$ cat src/rtl/game_controller.sv
// Lane-based game controller: tracks score and lives across LANES play lanes and issues
// per-lane restart requests. Optional high-score tracking is compiled in when
// GAME_CONTROLLER_HIGH_SCORE_EN is defined.
module game_controller #(
  parameter int unsigned LANES   = 3,
  parameter int unsigned SCORE_W = 8,
  parameter int unsigned LIVES   = 3
) (
  input  logic               clock,
  input  logic               reset_button,
  input  logic               start_button,
  input  logic [LANES-1:0]   correct,
  input  logic [LANES-1:0]   game_over,
  output logic [LANES-1:0]   reset_signal,
  output logic [SCORE_W-1:0] score,
  output logic [3:0]         lives,
`ifdef GAME_CONTROLLER_HIGH_SCORE_EN
  output logic [SCORE_W-1:0] high_score,
`endif
  output logic [2:0]         state
);

  localparam int unsigned LaneW = (LANES > 1) ? $clog2(LANES) : 1;
  localparam logic [3:0] LivesInit = 4'(LIVES);

  typedef enum logic [2:0] {
    StStart    = 3'd0,
    StRunning  = 3'd1,
    StPoint    = 3'd2,
    StLoseLife = 3'd3,
    StGameOver = 3'd4
  } state_e;

  state_e             state_q, state_d;
  logic [SCORE_W-1:0] score_q, score_d;
  logic [3:0]         lives_q, lives_d;
  logic [LANES-1:0]   rs_q, rs_d;
  logic [LANES-1:0]   miss_mask_q, miss_mask_d;
  logic [LaneW-1:0]   lane_q, lane_d;
  logic               hit;
  logic [LaneW-1:0]   hit_lane;

  // Priority-select the lowest-index lane with a correct answer.
  always_comb begin
    hit      = 1'b0;
    hit_lane = '0;
    for (int i = int'(LANES) - 1; i >= 0; i--) begin
      if (correct[i]) begin
        hit      = 1'b1;
        hit_lane = LaneW'(i);
      end
    end
  end

  // Next-state logic; inputs are only acted upon while running.
  always_comb begin
    state_d     = state_q;
    score_d     = score_q;
    lives_d     = lives_q;
    lane_d      = lane_q;
    miss_mask_d = miss_mask_q;
    case (state_q)
      StStart: state_d = StRunning;
      StRunning: begin
        // A miss takes precedence over any simultaneous correct answer.
        if (|game_over) begin
          lives_d     = lives_q - 4'd1;
          miss_mask_d = game_over;
          state_d     = (lives_q <= 4'd1) ? StGameOver : StLoseLife;
        end else if (hit) begin
          lane_d  = hit_lane;
          score_d = (score_q == '1) ? score_q : score_q + SCORE_W'(1);
          state_d = StPoint;
        end
      end
      StPoint, StLoseLife: state_d = StRunning;
      StGameOver: begin
        if (start_button) begin
          state_d = StStart;
          score_d = '0;
          lives_d = LivesInit;
        end
      end
      default: begin
        state_d = StStart;
        score_d = '0;
        lives_d = LivesInit;
      end
    endcase
  end

  // Restart requests are decoded from the next state so they register alongside it.
  always_comb begin
    rs_d = '0;
    case (state_d)
      StStart, StGameOver: rs_d = '1;
      StPoint:             rs_d = LANES'(1) << lane_d;
      StLoseLife:          rs_d = miss_mask_d;
      default:             rs_d = '0;
    endcase
  end

  // State and output registers with synchronous reset.
  always_ff @(posedge clock) begin
    if (reset_button) begin
      state_q     <= StStart;
      score_q     <= '0;
      lives_q     <= LivesInit;
      rs_q        <= '1;
      lane_q      <= '0;
      miss_mask_q <= '0;
    end else begin
      state_q     <= state_d;
      score_q     <= score_d;
      lives_q     <= lives_d;
      rs_q        <= rs_d;
      lane_q      <= lane_d;
      miss_mask_q <= miss_mask_d;
    end
  end

`ifdef GAME_CONTROLLER_HIGH_SCORE_EN
  logic [SCORE_W-1:0] hs_q, hs_d;

  // Capture the final score on the edge that ends a game; survives START.
  always_comb begin
    hs_d = hs_q;
    if (state_d == StGameOver && state_q != StGameOver && score_q > hs_q) begin
      hs_d = score_q;
    end
  end

  // High-score register, cleared only by reset.
  always_ff @(posedge clock) begin
    if (reset_button) begin
      hs_q <= '0;
    end else begin
      hs_q <= hs_d;
    end
  end

  assign high_score = hs_q;
`endif

  assign state        = state_q;
  assign score        = score_q;
  assign lives        = lives_q;
  assign reset_signal = rs_q;

endmodule

$ cat config.mk
export PLATFORM = sky130hd
export DESIGN_NAME = game_controller
export DESIGN_NICKNAME = d
export VERILOG_FILES = /design/src/rtl/game_controller.sv
export SDC_FILE = /design/constraint.sdc
export NUM_CORES = 1
export LEC_CHECK = 0
export CORE_MARGIN = 10
export CORE_UTILIZATION = 44
export CTS_BUF_LIST = sky130_fd_sc_hd__clkbuf_16
export CTS_CLUSTER_DIAMETER = 200
export DETAILED_ROUTE_END_ITERATION = 12
export HOLD_SLACK_MARGIN = 0.12
export PLACE_DENSITY = 0.74
export SLEW_MARGIN = 40
export SYNTH_ARGS = -nofsm -noshare
export SYNTH_HDL_FRONTEND = slang
export SYNTH_SLANG_ARGS = --single-unit
$ cat constraint.sdc
create_clock -name clock -period 1.67 [get_ports clock]
set_input_delay 0.2505 -clock clock [delete_from_list [all_inputs] [get_ports clock]]
set_output_delay 0.2505 -clock clock [all_outputs]
set_load 0.03 [all_outputs]
==> impl_metrics.env <==
export IMPL_violations="negative setup slack"
export IMPL_fin_skew_ps=1.57
export IMPL_slew_headroom_pct=75.4
export IMPL_grt_start_max_net_pins=18
export IMPL_synth_seq_area_share_pct=35.1
export IMPL_synth_distinct_cells=46
export IMPL_die_area_um2=5210
export IMPL_path_cells="ha_4 -> and3_4 -> a311o_2 -> buf_6 -> a211oi_2 -> mux2i_1"
export IMPL_io_buffers=26
export IMPL_route_met3_wl_um=354
export IMPL_cts_sinks=21
export IMPL_ios=27
export IMPL_worstMarginPinSlew_ps=367
export IMPL_cts_tree="built"
export IMPL_wl_met1_um=1640
export IMPL_setup_tns_ps=-220
export IMPL_crit_path_max_fanout=6
export IMPL_cts_buffers_inserted=3
export IMPL_drt_iter0_markers=111
export IMPL_path_class="flop to flop"
export IMPL_clk_pin_slew_ps=60
export IMPL_htreeDepth=1
export IMPL_core_um2=2540
export IMPL_grt_pass1_wl_um=6290
export IMPL_via_per_inst=5.91
export IMPL_nNetsFinal=218
export IMPL_hold_ws_ps=516
export IMPL_num_rows=18
export IMPL_path_delay_family="compound AO/OA/AOI/OAI gates"
export IMPL_finalSetupViolations=6
export IMPL_grt_pass1_vias=1312
export IMPL_worst_path_largest_cell_delay_ps=460
export IMPL_drive_above_1_share_pct=36.6
export IMPL_max_freq_mhz=575
export IMPL_syn_num_nets=156
export IMPL_place_congestion=0.889
export IMPL_hold_viol=0
export IMPL_yosysWarnings=0
export IMPL_p_total_mw=1.41
export IMPL_synthCells=144
export IMPL_synth_ff_type="dfxtp_1"
export IMPL_cp_arrival_ps=1920
export IMPL_cp_start_kind="flop"
export IMPL_die_w_um=72.2
export IMPL_drv_slew=0
export IMPL_drtPass1Iterations=7
export IMPL_synthTopCellsByCount="21 x dfxtp_1, 11 x nand2_1, 11 x nor2_1, 8 x a21oi_1, 8 x o21ai_0"
export IMPL_synth_area_per_cell_um2=8.32
export IMPL_hold_buffers=0
export IMPL_ys_async_sr_fraction_pct=0
export IMPL_grt_usage_pct=14.3
export IMPL_wl_met2_um=1980
export IMPL_yosysMostFrequentCell="dfxtp_1"
export IMPL_synth_edf_count=0
export IMPL_netlist_area_um2=1200
export IMPL_hp_class="flop to flop"
export IMPL_synth_top_cell_by_area="dfxtp_1"
export IMPL_endpoint_kind="flop"
export IMPL_critPathSlowestCell="a311o_2"
export IMPL_synth_area_leaders="dfxtp_1 35%, nand2_1 3.4%, nor2_1 3.4%"
export IMPL_synth_top_area_share_pct=35.1
export IMPL_required_ps=1850
export IMPL_status="finished with violations"
export IMPL_drc=0
export IMPL_ir_worst_vdd_mv=0.708
export IMPL_cts_root_buf="clkbuf_16"
export IMPL_globalRouteOverflowTotal=0
export IMPL_rsz0062_at_grt="true"
export IMPL_routed_wirelength_um=4000
export IMPL_p_per_area_nw_per_um2=721
export IMPL_wl_per_cell_um=17.0
export IMPL_ant_nets=0
export IMPL_num_vias=1389
export IMPL_highest_layer="met4"
export IMPL_leakagePower_nw=0.875
export IMPL_crit_buf_inv=1
export IMPL_die_h_um=72.2
export IMPL_drv_cap=0
export IMPL_cts_buffer_depth=2
export IMPL_dpl_worst_slack_ps=-441
export IMPL_hpwl_um=2740
export IMPL_clk_latency_ps=250
export IMPL_period_minus_slack_ps=1740
export IMPL_initial_core_util_pct=47.1
export IMPL_antenna_found_initial=0
export IMPL_ys_ff_latch=21
export IMPL_syn_to_final_growth_pct=63.6
export IMPL_fin_util_pct=77.0
export IMPL_fin_crit_sh_pct=104
export IMPL_fin_ws_ps=-69.1
export IMPL_diodes=0
routing by layer:
metal	GRT usage, %	vias to the layer above
met4	3.66	0
met5	0	-
met1	16.5	650
met3	4.49	4
met2	25.0	62
li1	-	673
placed cells by master, fill, tap and decap left out, types with 4 or more instances in the layout:
cell              n
nand2_1          11
dfxtp_1          14
buf_4            36
clkdlybuf4s50_1  16
dlygate4sd2_1     4
inv_1             5
o21ai_0           5
a21oi_2           4
nor2_1           10
nand3_1           5
dfxtp_2           4
a21oi_1           4
dlymetal6s2s_1    6
or3_1             5
final cells by class:
type                    instances  area (um^2)
fillers                       184          584
clock inverters                 1         3.75
clock buffers                   3         75.1
multi-input cells             111          810
inverters                       4         15.0
well taps                      30         37.5
repair buffers                 65          583
flip-flops and latches         21          437
cells by family (layout without fill, tap and decap cells):
| kind of cell | Yosys count | count (layout) | synth area share [%] |
|---|---|---|---|
| compound gates | 48 | 48 | 28.6 |
| xor+xnor | 1 | 1 | 0.731 |
| fa+ha+maj | 3 | 3 | 3.13 |
| buf+inv | 12 | 73 | 5.11 |
| flops | 21 | 21 | 35.1 |
| mux | 2 | 2 | 1.67 |
| simple gates | 57 | 57 | 25.7 |
per-stage QoR:
stage          std cells  instance area [um^2]
2_1_floorplan        144                  1250
3_3_place_gp         224                  1740
3_5_place_dp         224                  1740
4_1_cts              235                  1890
5_1_grt              235                  1960
6_report             235                  1960
flip-flops by register name (all words and copies together) (netlist names):
name / flops
miss_mask_q: 1
reset_signal: 3
state: 3
lane_q: 2
score: 8
lives: 4
power by group:
group | internal, mW | total [mW] | switching [mW]
Sequential | 0.524 | 0.542 | 0.0179
Clock | 0.319 | 0.510 | 0.191
Combinational | 0.172 | 0.362 | 0.191
Total | 1.01 | 1.41 | 0.399
path summary, 6_finish.rpt:
path | start | endpoint | slack (ps) | cells after the start
worst min-delay path | lives[0]$_SDFFE_PP1P_ | lives[0]$_SDFFE_PP1P_ | 520 | 1
worst max-delay path | score[0]$_SDFFE_PP0P_ | score[5]$_SDFFE_PP0P_ | -70 | 6
worst max register to register | score[0]$_SDFFE_PP0P_ | score[5]$_SDFFE_PP0P_ | -70 | 6
worst min register to register | lives[0]$_SDFFE_PP1P_ | lives[0]$_SDFFE_PP1P_ | 520 | 1
repair_timing:
action	CTS	global route
gates cloned	0	0
setup endpoints to repair	12	18
gates resized for setup	12	19
pin swaps	4	2
buffers inserted	7	0
Note: power is estimated with default switching activity, not from simulation.
